==> src/rtl/pipe_pkg.sv <==
// Shared definitions for the MIPS front-end PC sequencer.
// Contents:
//   - state encoding: BOOT, RUN, WAIT
//   - DEFAULT_RESET_VECTOR: PC value after reset
//   - redir_src_e: where the next PC comes from
//   - word_align(): clears bits [1:0] of a target address
package pipe_pkg;

  localparam logic [1:0] BOOT = 2'd0;
  localparam logic [1:0] RUN  = 2'd1;
  localparam logic [1:0] WAIT = 2'd2;

  localparam logic [31:0] DEFAULT_RESET_VECTOR = 32'h0000_3000;

  typedef enum logic [1:0] {
    SRC_SEQ,
    SRC_BR,
    SRC_JMP,
    SRC_PEND
  } redir_src_e;

  function automatic logic [31:0] word_align(input logic [31:0] addr);
    return addr & 32'hFFFF_FFFC;
  endfunction

endpackage

==> src/rtl/pc_redirect_latch.sv <==
// Holds a redirect (branch or jump target) that arrived while the fetch was
// stalled, so it can be applied once instruction memory is ready again.
// Ports:
//   clk_i, rst_ni      clock, synchronous active-low reset
//   latch_en_i         fetch is stalled this cycle; capture arriving redirects
//   consume_i          PC is written this cycle; pending redirect is used up
//   br_i/br_target_i   taken branch from EX
//   jmp_i/jmp_target_i jump from ID
//   pend_valid_o       a redirect is pending
//   pend_target_o      word-aligned pending target
module pc_redirect_latch
  import pipe_pkg::*;
(
  input  logic        clk_i,
  input  logic        rst_ni,
  input  logic        latch_en_i,
  input  logic        consume_i,
  input  logic        br_i,
  input  logic [31:0] br_target_i,
  input  logic        jmp_i,
  input  logic [31:0] jmp_target_i,
  output logic        pend_valid_o,
  output logic [31:0] pend_target_o
);

  logic        pend_valid_q, pend_valid_d;
  logic        pend_is_br_q, pend_is_br_d;
  logic [31:0] pend_target_q, pend_target_d;

  always_comb begin
    pend_valid_d  = pend_valid_q;
    pend_is_br_d  = pend_is_br_q;
    pend_target_d = pend_target_q;
    if (consume_i) begin
      pend_valid_d = 1'b0;
      pend_is_br_d = 1'b0;
    end else if (latch_en_i) begin
      if (br_i) begin
        // A branch comes from an older instruction, so it replaces anything.
        pend_valid_d  = 1'b1;
        pend_is_br_d  = 1'b1;
        pend_target_d = word_align(br_target_i);
      end else if (jmp_i && !(pend_valid_q && pend_is_br_q)) begin
        pend_valid_d  = 1'b1;
        pend_is_br_d  = 1'b0;
        pend_target_d = word_align(jmp_target_i);
      end
    end
  end

  always_ff @(posedge clk_i) begin
    if (!rst_ni) begin
      pend_valid_q  <= 1'b0;
      pend_is_br_q  <= 1'b0;
      pend_target_q <= 32'h0;
    end else begin
      pend_valid_q  <= pend_valid_d;
      pend_is_br_q  <= pend_is_br_d;
      pend_target_q <= pend_target_d;
    end
  end

  assign pend_valid_o  = pend_valid_q;
  assign pend_target_o = pend_target_q;

endmodule

==> src/rtl/pc_sched.sv <==
// Next-PC sequencer for the 5-stage MIPS pipeline.
// Selects the value loaded into the PC (branch, jump, pending redirect, PC+4
// or the reset vector), drives the PC write enable and the IF/ID and ID/EX
// hold/flush controls, rides out instruction-memory wait states and raises a
// sticky fetch_err after FETCH_TIMEOUT consecutive not-ready cycles.
// Build option: define BRANCH_DELAY_SLOT_EN for MIPS delay-slot semantics
// (taken redirects do not flush IF/ID; a branch flushes ID/EX only on
// load_use).
// Ports:
//   clk, PCReSet_n          clock, synchronous active-low reset
//   PC                      current PC register value
//   imem_ready              fetch at PC completes this cycle
//   load_use                load-use hazard on the ID instruction
//   br_taken, br_target     taken branch resolved in EX
//   jmp, jmp_target         j/jal/jr decoded in ID
//   PCNext, isPCWrite       PC data input and write enable
//   IFIDWrite, IFIDFlush    IF/ID enable and bubble insert
//   IDEXFlush               ID/EX bubble insert
//   fetch_err               sticky fetch-timeout flag
module pc_sched
  import pipe_pkg::*;
#(
  parameter logic [31:0] RESET_VECTOR  = DEFAULT_RESET_VECTOR,
  parameter logic [7:0]  FETCH_TIMEOUT = 8'd255
) (
  input  logic        clk,
  input  logic        PCReSet_n,
  input  logic [31:0] PC,
  input  logic        imem_ready,
  input  logic        load_use,
  input  logic        br_taken,
  input  logic [31:0] br_target,
  input  logic        jmp,
  input  logic [31:0] jmp_target,
  output logic [31:0] PCNext,
  output logic        isPCWrite,
  output logic        IFIDWrite,
  output logic        IFIDFlush,
  output logic        IDEXFlush,
  output logic        fetch_err
);

`ifdef BRANCH_DELAY_SLOT_EN
  localparam bit DelaySlot = 1'b1;
`else
  localparam bit DelaySlot = 1'b0;
`endif

  logic [1:0]  state_q, state_d;
  logic [7:0]  wait_cnt_q, wait_cnt_d;
  logic        fetch_err_q, fetch_err_d;
  logic        pend_valid;
  logic [31:0] pend_target;
  logic        latch_en;
  logic        pc_we;
  redir_src_e  src;
  logic [31:0] sel_pc;

  pc_redirect_latch u_redirect_latch (
    .clk_i         (clk),
    .rst_ni        (PCReSet_n),
    .latch_en_i    (latch_en),
    .consume_i     (pc_we),
    .br_i          (br_taken),
    .br_target_i   (br_target),
    .jmp_i         (jmp),
    .jmp_target_i  (jmp_target),
    .pend_valid_o  (pend_valid),
    .pend_target_o (pend_target)
  );

  // A jump waiting on a load-use stall is ignored; ID reissues it next cycle.
  always_comb begin
    src = SRC_SEQ;
    if (br_taken)                 src = SRC_BR;
    else if (jmp && !load_use)    src = SRC_JMP;
    else if (pend_valid)          src = SRC_PEND;
  end

  always_comb begin
    unique case (src)
      SRC_BR:   sel_pc = word_align(br_target);
      SRC_JMP:  sel_pc = word_align(jmp_target);
      SRC_PEND: sel_pc = pend_target;
      default:  sel_pc = PC + 32'd4;
    endcase
  end

  always_comb begin
    state_d    = state_q;
    wait_cnt_d = wait_cnt_q;
    PCNext     = sel_pc;
    pc_we      = 1'b0;
    IFIDWrite  = 1'b0;
    IFIDFlush  = 1'b0;
    IDEXFlush  = 1'b0;
    latch_en   = 1'b0;
    case (state_q)
      RUN, WAIT: begin
        if (imem_ready) begin
          state_d    = RUN;
          wait_cnt_d = 8'd0;
          if (src == SRC_BR) begin
            pc_we     = 1'b1;
            IFIDWrite = 1'b1;
            IFIDFlush = !DelaySlot;
            IDEXFlush = DelaySlot ? load_use : 1'b1;
          end else if (load_use) begin
            // One-cycle bubble; PC and IF/ID hold, pending redirect kept.
            IDEXFlush = 1'b1;
          end else begin
            pc_we     = 1'b1;
            IFIDWrite = 1'b1;
            // The instruction fetched at PC is wrong-path after a redirect.
            IFIDFlush = (src != SRC_SEQ) && !DelaySlot;
          end
        end else begin
          state_d    = WAIT;
          IFIDFlush  = 1'b1;
          latch_en   = 1'b1;
          wait_cnt_d = (state_q == RUN)     ? 8'd1 :
                       (wait_cnt_q == 8'hFF) ? 8'hFF : wait_cnt_q + 8'd1;
        end
      end
      default: begin
        // BOOT, and recovery from the unused encoding.
        PCNext    = RESET_VECTOR;
        IFIDFlush = 1'b1;
        IDEXFlush = 1'b1;
        state_d   = RUN;
      end
    endcase
    fetch_err_d = fetch_err_q | (wait_cnt_d >= FETCH_TIMEOUT);
  end

  always_ff @(posedge clk) begin
    if (!PCReSet_n) begin
      state_q     <= BOOT;
      wait_cnt_q  <= 8'd0;
      fetch_err_q <= 1'b0;
    end else begin
      state_q     <= state_d;
      wait_cnt_q  <= wait_cnt_d;
      fetch_err_q <= fetch_err_d;
    end
  end

  assign isPCWrite = pc_we;
  assign fetch_err = fetch_err_q;

endmodule

==> config.mk <==
export PLATFORM = sky130hd
export DESIGN_NAME = pc_sched
export DESIGN_NICKNAME = d
export VERILOG_FILES = /design/src/rtl/pipe_pkg.sv /design/src/rtl/pc_redirect_latch.sv /design/src/rtl/pc_sched.sv
export SDC_FILE = /design/constraint.sdc
export NUM_CORES = 1
export LEC_CHECK = 0
export CAP_MARGIN = 0
export CORE_MARGIN = 2
export CORE_UTILIZATION = 45
export CTS_CLUSTER_SIZE = 28
export DETAILED_ROUTE_END_ITERATION = 7
export GPL_TIMING_DRIVEN = 0
export PLACE_DENSITY = 0.82
export RECOVER_POWER = 50
export SLEW_MARGIN = 5
export SYNTH_ARGS = -nofsm -noshare
export SYNTH_HDL_FRONTEND = slang
export SYNTH_SLANG_ARGS = --single-unit
==> constraint.sdc <==
create_clock -name clk -period 2.4 [get_ports clk]
set_input_delay 0.36 -clock clk [delete_from_list [all_inputs] [get_ports clk]]
set_output_delay 0.36 -clock clk [all_outputs]
set_load 0.005 [all_outputs]
==> impl_metrics.py, run 1 <==
metrics = {
    "critical_path": {
        "start_kind": "input port",
        "crit_chain": "dlygate4sd2_1 > and4_4 > and3_4 > nand4_4 > or3_4 > a311oi_2 > buf_2",
        "crit_type": "input port to primary output",
        "path_delay_family": "simple AND/OR/NAND/NOR gates",
        "slowest_stage": "or3_4",
        "crit_path_max_incr_delay_ns": 0.37,
        "critPathCaptureType": "primary output",
        "crit_arrival_ns": 2.01,
        "crit_fanout": 5,
        "cp.required_ns": 2.04,
        "crit_buf_inv": 2,
    },
    "clocking": {
        "cts.sinks": 43,
        "clock-root-buffer": "clkbuf_8",
        "cts_tree": "yes",
        "cts-buffers-inserted": 5,
        "clock_latency_ns": 0.31,
        "htreeDepth": 2,
        "cts_max_path_buffers": 2,
        "clkTransAtPathRegs_ns": 0.08,
        "hold_buffers": 0,
    },
    "power_and_ir_drop": {
        "p_clk_share_pct": 26.2,
        "power.density_mw_per_mm2": 415,
        "leakage_nw": 2.23,
        "p_switching_mw": 0.797,
        "ir_drop_uv": 262,
        "power_frac_comb_pct": 39.8,
        "p_int_mw": 1.55,
        "swShare_pct": 34.0,
        "seq_power_share_pct": 34.0,
    },
    "placed_design": {
        "numPortBuffers": 133,
        "hpwlAfterDp_mm": 10.9,
        "dp.cells": 716,
        "place.gp.congestion": 0.945,
    },
    "synth": {
        "yosysTopAreaCellShare_pct": 24.1,
        "synth_area_leaders": "dfxtp_1, mux2i_1, a211oi_1",
        "synth_area_sq_mm": 0.00357,
        "yosysUniqueCellTypes": 54,
        "synth_edf_count": 0,
        "synth_seq_cells": 43,
        "syn_area_per_cell_sq_um": 7.42,
        "synth-warning-count": 0,
        "synth_ff_type": "dfxtp_1",
        "async_flop_share_pct": 0,
        "synthCells": 481,
        "synth.net_count": 586,
        "yosysSeqAreaShare_pct": 24.1,
        "synth_top_area_cell": "dfxtp_1",
    },
    "floorplanning": {
        "io_pins": 139,
        "core_area_sq_mm": 0.00769,
        "dieHeight_um": 93.1,
        "num_rows": 32,
        "start_util_pct": 46.4,
        "die_area_sq_mm": 0.00866,
        "dieWidth_um": 93.1,
    },
    "grt": {
        "antenna_found_initial": 0,
        "grt_overflow": 0,
        "grt_pass1_wl_mm": 24.0,
        "track_usage_pct": 35.3,
        "grt_max_degree": 14,
        "grt_pass1_vias": 4834,
    },
    "detailed_routing": {
        "drtIter0Drc": 476,
        "drc_errors": 0,
        "drtPass1Iterations": 6,
        "maxUsedRoutingLayer": "met4",
        "met1_length_mm": 5.75,
        "routedWlPerCell_um": 21.3,
        "ant_nets": 0,
        "wl_mm": 15.9,
        "routed-wl-met3_mm": 1.79,
        "num_vias": 4873,
        "vias_per_cell": 6.53,
        "met2WireLength_mm": 7.67,
    },
    "timing": {
        "setup_violations": 0,
        "hold_ws_ns": 0.464,
        "min_period_ns": 2.37,
        "slew_headroom_pct": 43.5,
        "tightest_slew_ns": 0.847,
        "skew_ns": 0.00569,
        "fin_crit_sh_pct": 98.9,
        "hold_violations": 0,
        "rsz0062_at_grt": "yes",
        "max_freq_mhz": 421,
        "slew_viol_final": 0,
    },
    "hold_path": {
        "hold_path_class": "register to register",
    },
    "cells_and_area": {
        "syn2layout_area_growth_pct": 58.2,
        "mostFrequentLayoutCells": "clkdlybuf4s50_1, nor2_1, dfxtp_1, a211oi_1, mux2i_1",
        "fin_nets": 748,
        "instances_no_fill": 746,
        "drive_above_1_share_pct": 23.0,
        "final_util_pct": 73.5,
        "diodes": 0,
        "final_common_cell": "clkdlybuf4s50_1",
        "nFillCells": 593,
    },
    "outcome": {
        "outcome": "completed",
    },
    "job": {
        "max_cap_violations": 0,
    },
}
## power by group through the flow
stage,clock network (mW),registers (mW),logic (mW)
after global placement,0,0.807,0.831
final,0.615,0.798,0.933
after CTS,0.604,0.793,0.870
after global routing,0.634,0.803,0.984
after floorplan,0,0.801,0.386
after detailed placement,0,0.809,0.843
## registers in the layout, indices dropped and copies added (netlist names)
name	cells
u_redirect_latch.pend_valid_o	1
u_redirect_latch.pend_is_br_q	1
wait_cnt_q	8
fetch_err	1
u_redirect_latch.pend_target_o	30
state_q	2
## worst reg2reg max path: cells and delay by family (launching register included)
family / cells / cell delay, ns
AO/OA/AOI/OAI: 1 / 0.24
adder cells (fa/ha/maj): 1 / 0.26
buffers and inverters: 2 / 0.52
flip-flops: 1 / 0.32
AND/OR/NAND/NOR: 2 / 0.77
## synthesized netlist by cell type, types with 10 or more instances
library cell	number
or3_1	13
nor3_1	17
xor2_1	12
mux2i_1	28
dfxtp_1	43
a211oi_1	37
nand2_1	25
clkbuf_1	25
nor3b_1	10
nand4_1	10
nor2_1	69
o21ai_0	21
a21oi_1	31
nand3_1	21
## cells by family after synthesis
group / count (synthesis) / share of synthesized area [%]
AND/OR/NAND/NOR: 208 / 30.5
AO/OA/AOI/OAI: 130 / 25.0
buffers and inverters: 48 / 6.41
flip-flops: 43 / 24.1
multiplexers: 28 / 7.85
XOR/XNOR: 21 / 5.15
adder cells (fa/ha/maj): 3 / 1.05
## final timing paths
check | from | end | slack (ns) | depth (start not counted)
worst max-delay path | PC[23] | PCNext[27] | 0.03 | 7
worst min-delay path | fetch_err | fetch_err | 0.46 | 2
worst max register to register | state_q[1] | u_redirect_latch.pend_target_o[21] | 0.20 | 6
worst min register to register | fetch_err | fetch_err | 0.46 | 2
## stage by stage
step                      cell area, sq um  power [mW]  worst slack, ns  TNS, ns
after floorplan                       3570        1.19            0.283        0
after global placement                5030        1.64            -1.39   -41.48
after detailed placement              5030        1.65            -1.35   -42.04
after CTS                             5530        2.27          -0.0661   -0.113
after global routing                  5650        2.42          -0.0339   -0.110
final                                 5650        2.35           0.0270        0
## final cells by class
cell class                 instances  area (sq um)  share of cell area (%)
clock buffer                       6          82.6                    1.46
tap                              102           128                    2.26
inverter                           8          38.8                   0.687
clock inverter                     2          35.0                   0.620
timing repair buffer             158          1400                    24.8
buffer                            37           320                    5.67
multi-input combinational        390          2780                    49.3
sequential                        43           862                    15.3
## metal layers
metal  up-vias  GRT usage, %
li1       2131             -
met1      2261          42.6
met2       413          60.3
met3        68          6.69
met4         0          17.3
met5         -             0
## repair_timing
item / in CTS / in global routing
pin swaps: 30 / 17
endpoints found under the setup margin: 37 / 25
gates resized for setup: 227 / 63
setup buffers: 20 / 5
No activity file was read; power rests on OpenSTA's default activity.
==> run 2, diff against run 1 <==
--- a/config.mk
+++ b/config.mk
@@ -11,6 +11,7 @@
 export CTS_CLUSTER_SIZE = 28
 export DETAILED_ROUTE_END_ITERATION = 7
 export GPL_TIMING_DRIVEN = 0
+export HOLD_SLACK_MARGIN = 0.08
 export PLACE_DENSITY = 0.82
 export RECOVER_POWER = 50
 export SLEW_MARGIN = 5
==> results of run 2 <==
Final layout, timing and power as in run 1 (identical DEF).
